## src/rtl/feature_pool_stage.sv

```systemverilog
// Fused activation + POOLxPOOL max/average pooling over a raster-order signed pixel stream.
// Emits one pooled result per complete window and a one-cycle done pulse at frame end.
module feature_pool_stage #(
  parameter int unsigned DATA_W      = 22,
  parameter int unsigned IMG_WIDTH   = 30,
  parameter int unsigned IMG_HEIGHT  = 30,
  parameter int unsigned POOL        = 2,
  parameter int unsigned LEAKY_SHIFT = 3
) (
  input  logic                     clk,
  input  logic                     rst,
  input  logic                     start_signal,
  input  logic [1:0]               act_mode,
  input  logic                     pool_mode,
  input  logic                     pixel_valid,
  input  logic signed [DATA_W-1:0] pixel_in,
  output logic signed [DATA_W-1:0] result_out,
  output logic                     result_valid,
  output logic                     done_signal,
  output logic                     busy,
  output logic                     err_overrun
);

  localparam int unsigned LOG2P    = $clog2(POOL);
  localparam int unsigned ACC_W    = DATA_W + 2 * LOG2P;
  localparam int unsigned OUT_COLS = IMG_WIDTH / POOL;
  localparam int unsigned OUT_ROWS = IMG_HEIGHT / POOL;
  localparam int unsigned V_COLS   = OUT_COLS * POOL;
  localparam int unsigned V_ROWS   = OUT_ROWS * POOL;
  localparam int unsigned COL_W    = $clog2(IMG_WIDTH + 1);
  localparam int unsigned ROW_W    = $clog2(IMG_HEIGHT + 1);
  localparam int unsigned IDX_W    = (OUT_COLS > 1) ? $clog2(OUT_COLS) : 1;

  typedef enum logic [1:0] {
    S_IDLE = 2'd0,
    S_RUN  = 2'd1,
    S_DONE = 2'd2
  } state_t;

  state_t                    r_state;
  state_t                    w_state_nxt;
  logic [COL_W-1:0]          r_col;
  logic [ROW_W-1:0]          r_row;
  logic [1:0]                r_act_mode;
  logic                      r_pool_mode;
  logic signed [ACC_W-1:0]   r_hacc;
  logic signed [ACC_W-1:0]   r_rowbuf [OUT_COLS];
  logic signed [DATA_W-1:0]  r_result;
  logic                      r_result_valid;
  logic                      r_done;
  logic                      r_busy;
  logic                      r_err;

  logic                      w_run;
  logic                      w_restart;
  logic                      w_accept;
  logic                      w_last_col;
  logic                      w_last_row;
  logic                      w_frame_end;
  logic signed [DATA_W-1:0]  w_act;
  logic signed [ACC_W-1:0]   w_act_ext;
  logic [LOG2P-1:0]          w_pc;
  logic [LOG2P-1:0]          w_pr;
  logic                      w_in_win;
  logic                      w_hend;
  logic                      w_vend;
  logic [IDX_W-1:0]          w_idx;
  logic signed [ACC_W-1:0]   w_hnew;
  logic signed [ACC_W-1:0]   w_vnew;
  logic                      w_emit;
  logic signed [DATA_W-1:0]  w_result;

  function automatic logic signed [ACC_W-1:0] f_merge(
    input logic signed [ACC_W-1:0] a,
    input logic signed [ACC_W-1:0] b,
    input logic                    avg
  );
    if (avg) begin
      return a + b;
    end
    return (a > b) ? a : b;
  endfunction

  assign w_run       = (r_state == S_RUN);
  // start aborts RUN and wins over a same-cycle pixel; it is ignored in DONE
  assign w_restart   = start_signal && (r_state != S_DONE);
  assign w_accept    = pixel_valid && w_run && !start_signal;
  assign w_last_col  = (r_col == COL_W'(IMG_WIDTH - 1));
  assign w_last_row  = (r_row == ROW_W'(IMG_HEIGHT - 1));
  assign w_frame_end = w_accept && w_last_col && w_last_row;

  // state register
  always_ff @(posedge clk or posedge rst) begin
    if (rst) begin
      r_state <= S_IDLE;
    end else begin
      r_state <= w_state_nxt;
    end
  end

  // next-state logic
  always_comb begin
    w_state_nxt = r_state;
    case (r_state)
      S_IDLE: if (start_signal) w_state_nxt = S_RUN;
      S_RUN: begin
        if (start_signal) begin
          w_state_nxt = S_RUN;
        end else if (w_frame_end) begin
          w_state_nxt = S_DONE;
        end
      end
      S_DONE:  w_state_nxt = S_IDLE;
      default: w_state_nxt = S_IDLE;
    endcase
  end

  // activation on the accepted pixel, using the modes latched at frame start
  always_comb begin
    w_act = pixel_in;
    case (r_act_mode)
      2'd0:    w_act = pixel_in;
      2'd2:    w_act = pixel_in[DATA_W-1] ? (pixel_in >>> LEAKY_SHIFT) : pixel_in;
      default: w_act = pixel_in[DATA_W-1] ? '0 : pixel_in;
    endcase
  end

  assign w_act_ext = {{(2 * LOG2P){w_act[DATA_W-1]}}, w_act};

  assign w_pc     = r_col[LOG2P-1:0];
  assign w_pr     = r_row[LOG2P-1:0];
  assign w_in_win = (r_col < COL_W'(V_COLS)) && (r_row < ROW_W'(V_ROWS));
  assign w_hend   = (w_pc == LOG2P'(POOL - 1));
  assign w_vend   = (w_pr == LOG2P'(POOL - 1));
  assign w_idx    = IDX_W'(r_col >> LOG2P);

  // first pixel of a row segment / first segment of a window overwrites instead of merging
  assign w_hnew = (w_pc == '0) ? w_act_ext : f_merge(r_hacc, w_act_ext, r_pool_mode);
  assign w_vnew = (w_pr == '0) ? w_hnew : f_merge(r_rowbuf[w_idx], w_hnew, r_pool_mode);

  assign w_emit   = w_accept && w_in_win && w_hend && w_vend;
  // average: the top DATA_W bits are the floor of sum >>> 2*log2(POOL)
  assign w_result = r_pool_mode ? w_vnew[ACC_W-1 -: DATA_W] : w_vnew[DATA_W-1:0];

  // control, counters, and output registers
  always_ff @(posedge clk or posedge rst) begin
    if (rst) begin
      r_col          <= '0;
      r_row          <= '0;
      r_act_mode     <= '0;
      r_pool_mode    <= 1'b0;
      r_hacc         <= '0;
      r_result       <= '0;
      r_result_valid <= 1'b0;
      r_done         <= 1'b0;
      r_busy         <= 1'b0;
      r_err          <= 1'b0;
    end else begin
      r_result_valid <= w_emit;
      r_done         <= w_frame_end;
      r_busy         <= (w_state_nxt == S_RUN);
      if (w_emit) begin
        r_result <= w_result;
      end
      if (w_accept && w_in_win && !w_hend) begin
        r_hacc <= w_hnew;
      end
      if (w_restart) begin
        r_col       <= '0;
        r_row       <= '0;
        r_act_mode  <= act_mode;
        r_pool_mode <= pool_mode;
        r_err       <= 1'b0;
      end else begin
        if (pixel_valid && !w_run) begin
          r_err <= 1'b1;
        end
        if (w_accept) begin
          if (w_last_col) begin
            r_col <= '0;
            r_row <= w_last_row ? '0 : r_row + ROW_W'(1);
          end else begin
            r_col <= r_col + COL_W'(1);
          end
        end
      end
    end
  end

  // per-output-column partial vertical results
  always_ff @(posedge clk or posedge rst) begin
    if (rst) begin
      for (int i = 0; i < int'(OUT_COLS); i++) begin
        r_rowbuf[i] <= '0;
      end
    end else if (w_accept && w_in_win && w_hend && !w_vend) begin
      r_rowbuf[w_idx] <= w_vnew;
    end
  end

  assign result_out   = r_result;
  assign result_valid = r_result_valid;
  assign done_signal  = r_done;
  assign busy         = r_busy;
  assign err_overrun  = r_err;

endmodule
```

## config.mk

```make
export PLATFORM = sky130hd
export DESIGN_NAME = feature_pool_stage
export DESIGN_NICKNAME = d
export VERILOG_FILES = /design/src/rtl/feature_pool_stage.sv
export SDC_FILE = /design/constraint.sdc
export NUM_CORES = 1
export LEC_CHECK = 0
export BUFFER_PORTS_ARGS = -buffer_cell sky130_fd_sc_hd__buf_2
export CAP_MARGIN = 25
export CORE_MARGIN = 5
export CORE_UTILIZATION = 68
export DETAILED_ROUTE_END_ITERATION = 10
export PLACE_DENSITY_LB_ADDON = 0.2
export SYNTH_ARGS = -nofsm -noshare
export SYNTH_HDL_FRONTEND = slang
export SYNTH_SLANG_ARGS = --single-unit
```

## constraint.sdc

```tcl
create_clock -name clk -period 30.6 [get_ports clk]
set_input_delay 6.12 -clock clk [delete_from_list [all_inputs] [get_ports clk]]
set_output_delay 6.12 -clock clk [all_outputs]
set_load 0.005 [all_outputs]
```

Word-level counts from Yosys, hierarchy flattened
Cells that the tools add are included.

storage, ports and cells
  bits in registers = 425
  bits of input ports = 29
  output and inout bits = 26
  word-level logic and storage cells = 98

operators by class
  add/subtract/negate cells = 4
  $lt $le $gt $ge = 6
  equal/unequal tests = 6
  multiplexer cells = 32
  bitwise gates (word level) = 1
  reductions and logical operators = 23

operators by type and width
  operator             number
  $bwmux 360           1
  $mux 24              11
  $bmux 24 s4          1
  $demux 24 s4         1
  $mux 22              2
  $pmux 22 s2          1
  $mux 5               7
  $add 24x22->24       1
  $add 24x24->24       1
  $gt 24x22->1         1
  $gt 24x24->1         1
  $mux 21              1
  $logic_and 1x1->1    13
  $add 5x1->5 const B  2
  $eq 5x5->1 const B   2
  $lt 5x5->1 const B   2
  $mux 2               3
  $reduce_bool 2->1    3
  $ge 5x5->1 const B   1
  $lt 5x1->1 const B   1
  $not 4->5            1
  $eq 2x1->1 const B   2
  $logic_not 1->1      4
  $logic_not 2->1      2
  other kinds (5)      7

Longest topological paths before layout
  depth in word-level cells = 11
  depth in mapped cells = 32

Least setup slack after synthesis
Ideal clock, no wire load.

  path kind = input to register
  start = in pixel_in[21]
  end = reg r_rowbuf[132] in the netlist's numbering
  setup time = 0.135 ns
  arrival = 12.025 ns
  required time = 30.465 ns
  path slack = 18.440 ns
  stages on the path = 28
  cell sequence = and2_1 -> clkbuf_1 -> buf_1 -> a21oi_1 -> o2bb2ai_1 -> ha_1 -> fa_1 -> a211oi_1 -> nor4_1 -> or3_1 -> and4_1 -> o211ai_1 -> nand3_1 -> nor3b_1 -> or2_2 -> clkbuf_1 -> ha_1 -> nand4_1 -> nor4_1 -> o311ai_1 -> and3_1 -> buf_2 -> mux2_2 -> clkbuf_1 -> o22ai_1 -> a31oi_2 -> clkbuf_1 -> o21ai_0

on the way
  cells in the longest elaborated chain, start to end = 11

ends and longest elaborated chain
  what                                                   RTL line  RTL
  start: declaration                                     16        input logic signed [DATA_W-1:0] pixel_in,
  $mux 21 / $mux 22 (equally long branches)              124, 123
  $pmux 22 s2 (*)                                        121       case (r_act_mode)
  $add 24x22->24 / $gt 24x22->1 (equally long branches)  79, 81
  $mux 24, on equally long branches                      78, 81
  $mux 24                                                81        return (a > b) ? a : b;
  $mux 24 (*)                                            138       assign w_hnew = (w_pc == '0) ? w_act_ext : f_merge(r_hacc, w_act_ext, r_pool_mode);
  $add 24x24->24 / $gt 24x24->1 (equally long branches)  79, 81
  $mux 24, on equally long branches                      78, 81
  $mux 24                                                81
  $mux 24 (*)                                            139       assign w_vnew = (w_pr == '0) ? w_hnew : f_merge(r_rowbuf[w_idx], w_hnew, r_pool_mode);
  $bwmux 360 (*)                                         197       r_rowbuf[w_idx] <= w_vnew;
  end signal: indexed assignment                         197
  end: declaration                                       47        logic signed [ACC_W-1:0] r_rowbuf [OUT_COLS];

Mark *: on every way between the ends. The rest lies on a longest branch, timed or not. The select of a mux whose other input is x is not followed.
A chain may end at the register's enable or synchronous reset.

Worst setup path after layout
  start = in pixel_in[21]
  end = reg r_rowbuf[169] in the netlist's numbering

The elaborated chain is that of the path after synthesis.

==> results.md <==
- Routed length per placed instance: 24.25 um
- Setup violations, final: 0
- Warnings, synthesis: 0
- Number of setup buffers added after CTS: 0
- Ordered list of cells on the worst path: buf_2 > clkinv_1 > nor2_1 > inv_1 > ha_1 > and4b_4 > a21boi_1 > nor4_4 > nand3_1 > nand2_4 > o22ai_1 > a21o_1 > ha_1 > nand4_1 > nor4_1 > o311ai_1 > and3_1 > o211a_1 > a22oi_1 > o21ai_0
- Kind of launch point of the worst setup path: input port
- Longest Clk Path Bufs: 3
- Chip Width: between 150 and 200 um
- Height of the die: between 150 and 200 um
- Crit path buffers/inverters: 3
- Number of standard cells in the layout, taps in and fillers out: about 2800
- Type of the worst setup path: in2reg
- Number of hold buffers added after cts: 0
- Placeable core area: ~0.035 sq mm
- Sequential cell area fraction in the yosys report: between 40% and 50%
- Slowest cell on the critical path: a22oi_1
- Worst Skew: between 0.015 and 0.02 ns
- Flip-flop and latch count after synthesis: roughly 430
- Crit path capture type: flop
- Core Rows: between 60 and 70
- DPL Wire Length: roughly 45000 um
- Count of inserted antenna diode cells: 0
- Syn nets: approximately 2500
- Area occupied by registers: between 0.01 and 0.015 sq mm
- Number of filler instances in the final layout: about 2300
- IO buf count: between 50 and 60
- Run status: finished clean
- WHS: approximately 0.47 ns
- Io pins: 55
- Avg Cell Area, Syn: 10.07 sq um
- Metal2 WL: about 33000 um
- TNS Setup: 0 ns
- Achievable clock frequency: 0.07305 GHz
- Final hold violation count: 0
- Shortest period the worst path allows: between 10 and 15 ns
- Num Clock Sinks: 425
- Area of the die: about 0.04 sq mm
- Top area cells in the synthesized netlist: dfrtp_1, mux4_2, o21ai_0, nand2_1, ha_1
- Share of post-route cells with drive strength above 1: 18.28%
- Via/cell ratio: about 6.7
- WL met1: 27320 um
- Area added between synthesis and finish: 8.203%
- Crit path from: pixel_in[21]
- Tightest Pin Transition: between 1 and 1.5 ns
- Leading register cell type out of synthesis: dfrtp_1
- Clk pin slew, worst setup/hold paths: ~0.06 ns
- Synth area leader: dfrtp_1
- Cell at the root of the clock tree: clkbuf_16
- Area of the multi-input gates: about 0.012 sq mm
- Effective utilization at floorplan: between 60 and 70%
- Number of global-route vias before repair: around 19000
- Met3 routed wirelength: around 6000 um
- Post-Syn Area: roughly 0.024 sq mm
- Maximum number of pins on one net before global-route repair: between 150 and 200
- Total detailed-routing wirelength: between 60000 and 70000 um
- Portion of the clock cycle consumed by the worst path in the final layout: around 45%
- Data required time of the worst path: 31.00 ns
- Largest fanout of any net on the critical path: 22
- Initial DRT Pass Iterations: 6
- Worst setup slack before clock tree synthesis: between 15 and 20 ns
- Slowest stage delay, CP: between 1 and 1.5 ns
- Power per unit of standard cell area: ~66 mW/mm^2
- Minimum setup slack in the final design: 16.91 ns
- Global-route wire length before repair: approximately 110000 um
- Class of the tightest hold or removal check: reg2reg
- Peak supply drop: 0.00005855 V
- Instance count of the mapped netlist: 2387
- Remaining Overflow, GRT: 0
- Count of final max-slew check failures: 0
- Resized cells post-CTS: 0
- Maxcap violations: 0
- Hold_sp: result_out[4]
- Portion of synthesized cell area occupied by the leading cell type: between 40 and 50%
- Headroom to the max-slew limit: 20.75%
- Detailed-route via count: about 19000
- Top metal layer carrying routed signals: met4
- Dominant delay contributor by cell family on the critical path: simple AND/OR/NAND/NOR gates
- Overall Global Routing Usage: between 30% and 40%
- Post-synth EDFFs: 0
- Crit-path most repeated cell: ha_1
- Clock tree from TritonCTS: done
- H-tree depth: 2
- Skew-Pair Late Insertion Delay: 0.58 ns
- Number of antenna violations at the first check in global routing: 0
- Remaining antenna violation count: 0
- Share of synthesized flip-flops with an asynchronous set or reset: between 90% and 100%
- Leakage component of the power: roughly 12 nW
- Crit path arrival time: 14.08 ns
- Post-Place Cells: approximately 2800
- Number of unique standard cell types used by synthesis: 110
- DR DRC count: 0
- Reg-to-Reg Start: r_act_mode[1]
- Setup repair after global routing missed its margin: false
- Global placer's final weighted congestion: ~1.0
- Count of routing violations after the opening detailed-route iteration: 1933
- Number of buffers created by CTS: 45
- Count of nets after finishing: around 2500
## synthesized netlist by cell type (10+ instances only)
master,n
and2_1,13
nor3_1,24
o211ai_1,11
nor2_1,91
xnor2_1,24
ha_1,98
nand2b_1,15
mux4_2,96
a21o_1,19
a21oi_1,92
mux2_2,72
dfrtp_1,425
o21a_1,11
a31oi_1,19
nor2b_1,36
o21ai_0,328
o22ai_1,17
a211oi_1,10
o2bb2ai_1,13
buf_2,27
o21ai_2,28
inv_1,85
o21ai_1,20
or3_1,11
clkbuf_1,115
nand2_1,415
mux2i_1,32
nand3_1,33
## metrics by stage
| stage | power (mW) | cell area (sq um) | utilization [%] |
|---|---|---|---|
| after floorplan | 1.017 | 24040 | - |
| after global placement | 1.139 | 24400 | 70.30 |
| after detailed placement | 1.148 | 24440 | 70.42 |
| after CTS | 1.707 | 25950 | 74.77 |
| after global routing | 1.793 | 26010 | 74.93 |
| final | 1.717 | 26010 | 74.93 |
## area by class of cell
cell class                 count  share of cell area, %
multi-input combinational   1704                  47.38
sequential                   425                  40.92
clock buffer                  56                  4.839
timing repair buffer          93                  2.405
tap                          455                  2.189
inverter                      88                  1.299
clock inverter                24                 0.9669
## cell usage in the layout (no fill, tap or decap), types with 17 or more instances in the layout
cell type and instances:
a21oi_1 92, buf_4 34, nor2b_1 35, xnor2_1 24, nand2_1 412, nand3_1 31
dfrtp_1 422, o21ai_0 328, mux2_2 72, o22ai_1 17, nor2_1 91, clkbuf_16 46
mux4_2 96, ha_1 98, inv_1 84, o21ai_1 20, nor3_1 24, o21ai_2 28
buf_2 54, a31oi_1 19, mux2i_1 32, a21o_1 19
## worst reg2reg max path: stages, from the launching register on
cell	delay [ns]
dfrtp_1	0.79
and2_1	0.72
a21oi_1	0.15
o2bb2ai_1	0.38
ha_1	0.40
nor2b_1	0.08
o21ai_0	0.24
a21boi_1	0.17
nor4_4	0.51
nand3_1	0.41
nand2_4	0.29
o22ai_1	0.12
a21o_1	0.38
ha_1	0.61
nand4_1	0.23
nor4_1	0.59
o311ai_1	0.27
and3_1	0.29
o211a_1	0.63
a22oi_1	1.10
o21ai_0	0.29
## cell families (layout without fill, tap and decap cells)
kind of cell / Yosys count / after routing / synth area share, %
AOI/OAI and AO/OA: 674 / 674 / 17.84
adders and majority gates: 100 / 100 / 5.268
buffers and inverters: 258 / 261 / 4.612
muxes: 200 / 200 / 13.70
and+or+nand+nor: 697 / 697 / 13.13
DFF: 425 / 425 / 44.24
xor gates and xnor gates: 33 / 33 / 1.202
## report_power, final
part,internal (mW),total (mW),switching (mW)
registers,0.589,0.614,0.0242
clock network,0.327,0.563,0.236
logic,0.196,0.541,0.344
## per-layer routing
| layer | global-route usage [%] | vias to the layer above |
|---|---|---|
| met5 | 0 | - |
| met4 | 14.92 | 0 |
| met3 | 6.704 | 209 |
| li1 | - | 8445 |
| met2 | 57.06 | 978 |
| met1 | 48.22 | 9568 |
## final timing paths
path,end,slack [ns],cells after the start
max,r_rowbuf[169],16.91,20
min,result_out[4],0.47,1
max reg2reg,r_rowbuf[169],21.75,20
min reg2reg,result_out[4],0.47,1
max in group asynchronous,r_rowbuf[7],22.80,4
min in group asynchronous,r_hacc[9],5.61,2
## flip-flops by register name, summed over array words and instances, names as in the netlist
register      count
busy              1
done_signal       1
err_overrun       1
r_act_mode        2
r_col             5
r_hacc           24
r_pool_mode       1
r_row             5
r_rowbuf        360
r_state           2
result_out       22
result_valid      1
No activity file was read; power rests on OpenSTA's default activity.
